--- config.mk ---
export PLATFORM = sky130hd
export DESIGN_NAME = mux_scan_sequencer
export DESIGN_NICKNAME = d
export VERILOG_FILES = /design/src/rtl/mux_scan_sequencer_pkg.sv /design/src/rtl/bit_slot_timer.sv /design/src/rtl/mux_scan_sequencer.sv
export SDC_FILE = /design/constraint.sdc
export NUM_CORES = 1
export LEC_CHECK = 0
export BUFFER_PORTS_ARGS = -buffer_cell sky130_fd_sc_hd__clkbuf_2
export CAP_MARGIN = 20
export CORE_MARGIN = 2
export CORE_UTILIZATION = 48
export DETAILED_ROUTE_END_ITERATION = 8
export GPL_ROUTABILITY_DRIVEN = 0
export PLACE_DENSITY = 0.75
export SLEW_MARGIN = 10
export SYNTH_ARGS = -nofsm -noshare
export SYNTH_HDL_FRONTEND = slang
export SYNTH_SLANG_ARGS = --single-unit
--- constraint.sdc ---
create_clock -name clk_i -period 1.6 [get_ports clk_i]
set_input_delay 0.16 -clock clk_i [delete_from_list [all_inputs] [get_ports clk_i]]
set_output_delay 0.16 -clock clk_i [all_outputs]
set_load 0.05 [all_outputs]
--- src/rtl/mux_scan_sequencer_pkg.sv ---
// ============================================================================
// mux_scan_sequencer_pkg : shared state encodings, mux-compatible defaults and
//                          a slot-counter width helper.
// Revision: 1.0
// ============================================================================
`default_nettype none

package mux_scan_sequencer_pkg;

    typedef enum logic [1:0] {
        ST_IDLE  = 2'd0,
        ST_SHIFT = 2'd1,
        ST_DONE  = 2'd2
    } state_e;

    localparam int DEFAULT_WIDTH = 7;
    localparam int DEFAULT_SEL_W = 3;

    // A one-cycle slot still needs a 1-bit counter to hold the reload value 0.
    function automatic int cnt_width(input int cycles);
        return (cycles > 1) ? $clog2(cycles) : 1;
    endfunction

endpackage

`default_nettype wire

--- src/rtl/bit_slot_timer.sv ---
// ============================================================================
// bit_slot_timer : loadable down-counter that stops at zero and flags it.
// Revision: 1.0
// ============================================================================
`default_nettype none

module bit_slot_timer
    import mux_scan_sequencer_pkg::*;
#(
    parameter int CNT_W = cnt_width(4)
) (
    input  logic             clk_i,
    input  logic             rst_i,
    input  logic             load_i,
    input  logic [CNT_W-1:0] load_value_i,
    output logic             zero_o
);

    logic [CNT_W-1:0] count_q;
    logic [CNT_W-1:0] count_d;

    always_comb begin
        count_d = count_q;
        if (load_i) begin
            count_d = load_value_i;
        end else if (count_q != '0) begin
            count_d = count_q - CNT_W'(1);
        end
    end

    always_ff @(posedge clk_i or posedge rst_i) begin
        if (rst_i) begin
            count_q <= '0;
        end else begin
            count_q <= count_d;
        end
    end

    assign zero_o = (count_q == '0);

endmodule

`default_nettype wire

--- src/rtl/mux_scan_sequencer.sv ---
// ============================================================================
// mux_scan_sequencer : captures a word and steps the mux select through it,
//                      LSB first. Define MUX_SCAN_REPEAT_EN for gapless repeat.
// Revision: 1.0
// ============================================================================
`default_nettype none

module mux_scan_sequencer
    import mux_scan_sequencer_pkg::*;
#(
    parameter int WIDTH          = DEFAULT_WIDTH,
    parameter int SEL_W          = DEFAULT_SEL_W,
    parameter int CYCLES_PER_BIT = 4
) (
    input  logic             clk_i,
    input  logic             rst_i,
    input  logic             start_i,
    input  logic [WIDTH-1:0] data_in_i,
    output logic [WIDTH-1:0] word_out_o,
    output logic [SEL_W-1:0] mux_select_o,
    output logic             bit_strobe_o,
    output logic             busy_o,
    output logic             done_o
);

    localparam int               CNT_W    = cnt_width(CYCLES_PER_BIT);
    localparam logic [CNT_W-1:0] RELOAD   = CNT_W'(CYCLES_PER_BIT - 1);
    localparam logic [SEL_W-1:0] LAST_SEL = SEL_W'(WIDTH - 1);

    state_e             state_q, state_d;
    logic [WIDTH-1:0]   word_q, word_d;
    logic [SEL_W-1:0]   sel_q, sel_d;
    logic               strobe_q, strobe_d;
    logic               busy_q, busy_d;
    logic               done_q, done_d;
    logic               timer_load;
    logic               slot_end;

    bit_slot_timer #(
        .CNT_W(CNT_W)
    ) u_slot_timer (
        .clk_i       (clk_i),
        .rst_i       (rst_i),
        .load_i      (timer_load),
        .load_value_i(RELOAD),
        .zero_o      (slot_end)
    );

    always_comb begin
        state_d    = state_q;
        word_d     = word_q;
        sel_d      = sel_q;
        strobe_d   = 1'b0;
        busy_d     = busy_q;
        done_d     = 1'b0;
        timer_load = 1'b0;

        unique case (state_q)
            ST_IDLE: begin
                busy_d = 1'b0;
                if (start_i) begin
                    word_d     = data_in_i;
                    sel_d      = '0;
                    timer_load = 1'b1;
                    strobe_d   = 1'b1;
                    busy_d     = 1'b1;
                    state_d    = ST_SHIFT;
                end
            end
            ST_SHIFT: begin
                if (slot_end) begin
                    if (sel_q < LAST_SEL) begin
                        sel_d      = sel_q + SEL_W'(1);
                        timer_load = 1'b1;
                        strobe_d   = 1'b1;
                    end else begin
`ifdef MUX_SCAN_REPEAT_EN
                        if (start_i) begin
                            word_d     = data_in_i;
                            sel_d      = '0;
                            timer_load = 1'b1;
                            strobe_d   = 1'b1;
                            done_d     = 1'b1;
                        end else begin
                            state_d = ST_DONE;
                            busy_d  = 1'b0;
                            done_d  = 1'b1;
                        end
`else
                        state_d = ST_DONE;
                        busy_d  = 1'b0;
                        done_d  = 1'b1;
`endif
                    end
                end
            end
            ST_DONE: begin
                state_d = ST_IDLE;
            end
            default: begin
                state_d = ST_IDLE;
                busy_d  = 1'b0;
            end
        endcase
    end

    always_ff @(posedge clk_i or posedge rst_i) begin
        if (rst_i) begin
            state_q  <= ST_IDLE;
            word_q   <= '0;
            sel_q    <= '0;
            strobe_q <= 1'b0;
            busy_q   <= 1'b0;
            done_q   <= 1'b0;
        end else begin
            state_q  <= state_d;
            word_q   <= word_d;
            sel_q    <= sel_d;
            strobe_q <= strobe_d;
            busy_q   <= busy_d;
            done_q   <= done_d;
        end
    end

    assign word_out_o   = word_q;
    assign mux_select_o = sel_q;
    assign bit_strobe_o = strobe_q;
    assign busy_o       = busy_q;
    assign done_o       = done_q;

endmodule

`default_nettype wire

==> metrics.csv <==
stage,metric,value,unit
run_status,outcome,"finished, final reports clean",
worst_setup_path,CP max FO,10,
power,peak supply drop,0.001158,V
global_routing,GR peak layer,met2,
power,LEAKAGE,0.0004956,uW
finish,"commonest non-fill, non-tap cell in the layout",clkbuf_2,
clock_tree,total CTS buffers,3,
detailed_routing,vias per cell,5.069,
placement,HPWL reported at the end of detailed placement,952.1,um
sta,final slew viol count,0,
worst_setup_path,CP max-delay cell,dfrtp_1,
clock_tree,clk slew on worst S/H paths,0.09,ns
die,total I/O pin count,23,
sta,RSZ-0062 raised after global routing,false,
sta,final worst slack,0.2750,ns
worst_setup_path,crit path kind,reg -> reg,
placement,Setup WS pre-CTS,0.2741,ns
finish,share of layout cells above drive strength 1,45.88,%
global_routing,antenna violations before repair,0,
yosys,register area share after synthesis,55.28,%
sta,final hold viol count,0,
sta,fmax,754.7,MHz
worst_setup_path,CP cell instances,nor3b_2 > buf_4 > mux2_4,
finish,non-filler cells in the finished layout,101,
worst_setup_path,crit-path max cell delay,0.46,ns
die,Die Y,44.04,um
finish,Syn-to-layout area delta,22.11,%
sta,Fin Clk Skew,0.001033,ns
sta,worst-margin pin slew,0.6264,ns
finish,Final #Nets,98,
die,Std-Cell Rows,14,
sta,crit share post-route,82.81,%
sta,Fin Hold WS,0.1087,ns
detailed_routing,final wirelength,1229,um
detailed_routing,Initial DRC Count,5,
worst_setup_path,WP data required,1.77,ns
yosys,syn_nets,69,
worst_setup_path,RR Startpoint,state_q[0]$_DFFE_PP0P_,
yosys,Synth cell types,25,
die,starting density of the core,51.08,%
global_routing,met3 GRT Util,3.673,%
worst_setup_path,"Data arrival, critical path",1.49,ns
global_routing,vias in the first global route,490,
yosys,Synth Cell Area,769.5,um^2
clock_tree,CTS Root Cell,clkbuf_4,
placement,dpl cells,96,
global_routing,met2 Usage GRT,22.35,%
clock_tree,Resized Gates After CTS,0,
detailed_routing,DRC violations left,0,
worst_setup_path,R2R setup slack,0.27,ns
detailed_routing,Post-DRT Antenna Nets,0,
global_routing,met1 Usage GRT,20.97,%
worst_setup_path,WP depth,3,
worst_setup_path,"delay-heaviest family, CP",flip-flops,
global_routing,gr ovfl total,0,
worst_hold_path,hold path depth,2,
die,core area,1506,um^2
worst_setup_path,Reg-to-Reg End,word_out_o[2]$_DFFE_PP0P_,
clock_tree,# clock sinks,17,
yosys,synth top area cells,"dfrtp_1 55%, mux2_4 14%, ha_1 3.3%",
clock_tree,Clock Latency Late Sink,0.28,ns
worst_setup_path,CP Launch Type,register,
worst_setup_path,reg2reg path depth,3,
finish,ant diodes,0,
clock_tree,CTS tree,yes,
job,max-cap violations,0,
power,power density over cell area,2273,nW/um^2
placement,PortBufs,22,
sta,total negative slack,0,ns
global_routing,first-pass GRT wire length,2118,um
worst_setup_path,crit path to,word_out_o[2]$_DFFE_PP0P_,
detailed_routing,total number of vias,512,
yosys,leading area contributor after synthesis,dfrtp_1,
detailed_routing,WL/cell,12.17,um
worst_setup_path,Critical Path Source,state_q[0]$_DFFE_PP0P_,
yosys,top-area cell type share of the netlist area,55.28,%
finish,most frequent cells in the layout,"22 x clkbuf_2, 17 x dfrtp_1, 7 x mux2_4, 5 x inv_1, 4 x nand2_1",
yosys,Synth Register Bits,17,
global_routing,Tot GR Track Use,15.38,%
worst_hold_path,Hold WC Path Type,in -> reg,
detailed_routing,1st-pass router iterations,4,
yosys,Gate Count Post-Synth,57,
sta,Worst slew margin,58.19,%
clock_tree,Clock Path Buffers,2,
die,chip width,44.04,um
sta,# setup viols final,0,
worst_setup_path,critical path endpoint category,register,
clock_tree,H-Tree Level Count,1,
global_routing,largest net degree at the start of global routing,18,
yosys,Syn Area/Cell,13.50,um^2
die,die area,1940,um^2
worst_setup_path,Buf/Inv on CP,1,
yosys,Ys Warns,0,
sta,clock period minus worst slack,1.325,ns
==> report_power, final <==
group | switching, uW | internal (uW) | leakage [uW] | total (uW)
Combinational | 776 | 405 | 0.000273 | 1180
Clock | 119 | 96.6 | 0.0000150 | 216
Sequential | 128 | 613 | 0.000207 | 740
Total | 1020 | 1110 | 0.000496 | 2140
==> routing by layer <==
metal  vias up  wire length, um
li1        255                -
met1       244              568
met2        11              590
met3         2               57
met4         0               13
met5         -                0
==> per-stage QoR <==
stage | power [uW] | utilization, % | instance area (um^2)
global route | 2276 | 62.38 | 939.7
detailed placement | 1934 | 59.97 | 903.4
CTS | 2162 | 62.38 | 939.7
floorplan | 1685 | - | 769.5
finish | 2136 | 62.38 | 939.7
global placement | 1912 | 59.97 | 903.4
==> worst reg2reg max path, delay by kind of cell, from the launching register on <==
family                 cells  cell delay (ns)
multiplexers               1             0.33
AND/OR/NAND/NOR            1             0.19
flip-flops                 1             0.46
buffers and inverters      1             0.24
==> how the worst min path moves through the flow <==
stage                  from                           to  slack (ns)
2_1_floorplan         rst_i       bit_strobe_o$_DFF_PP0_        0.09
3_3_place_gp          rst_i  mux_select_o[0]$_DFFE_PP0P_        0.25
3_5_place_dp          rst_i  mux_select_o[0]$_DFFE_PP0P_        0.25
4_1_cts        data_in_i[6]    word_out_o[6]$_DFFE_PP0P_         0.1
5_1_grt        data_in_i[0]    word_out_o[0]$_DFFE_PP0P_         0.1
6_report       data_in_i[4]    word_out_o[4]$_DFFE_PP0P_        0.11
==> registers in the layout, summed over array words and instances (netlist names) <==
register and count:
bit_strobe_o 1, busy_o 1, done_o 1, mux_select_o 3
state_q 2, u_slot_timer.count_q 2, word_out_o 7
==> final cells by class <==
| class | count | area [um^2] |
|---|---|---|
| multi-input combinational | 34 | 314.1 |
| fill | 125 | 566.8 |
| clock buffer | 4 | 26.28 |
| timing repair buffer | 25 | 135.1 |
| inverter | 5 | 18.77 |
| tap | 16 | 20.02 |
| sequential | 17 | 425.4 |
==> timing repair <==
action,in CTS,in global routing
hold buffers,1,0
endpoints found under the hold margin,17,0
buffers inserted,0,0
==> synthesized netlist by cell type <==
cell	count
a21boi_0	1
a21o_1	1
a21oi_1	1
a21oi_4	1
a31o_1	1
and3b_4	1
and4b_1	1
buf_6	1
dfrtp_1	17
ha_1	2
inv_1	5
mux2_2	1
mux2_4	7
nand2_1	4
nand2b_1	1
nand3_1	2
nand3b_1	1
nand4_1	1
nor2_1	2
nor3_2	1
nor3b_1	1
nor3b_2	1
o21ai_1	1
o221ai_1	1
xor2_1	1
==> logic make-up after synthesis <==
| logic type | Yosys count | share of synthesized area [%] |
|---|---|---|
| AOI/OAI and AO/OA | 7 | 7.643 |
| xor gates and xnor gates | 1 | 1.138 |
| buffers and inverters | 6 | 3.903 |
| adders and majority gates | 2 | 3.252 |
| muxes | 8 | 15.12 |
| and+or+nand+nor | 16 | 13.66 |
| DFF | 17 | 55.28 |
Power figures use the tool's default switching activity.
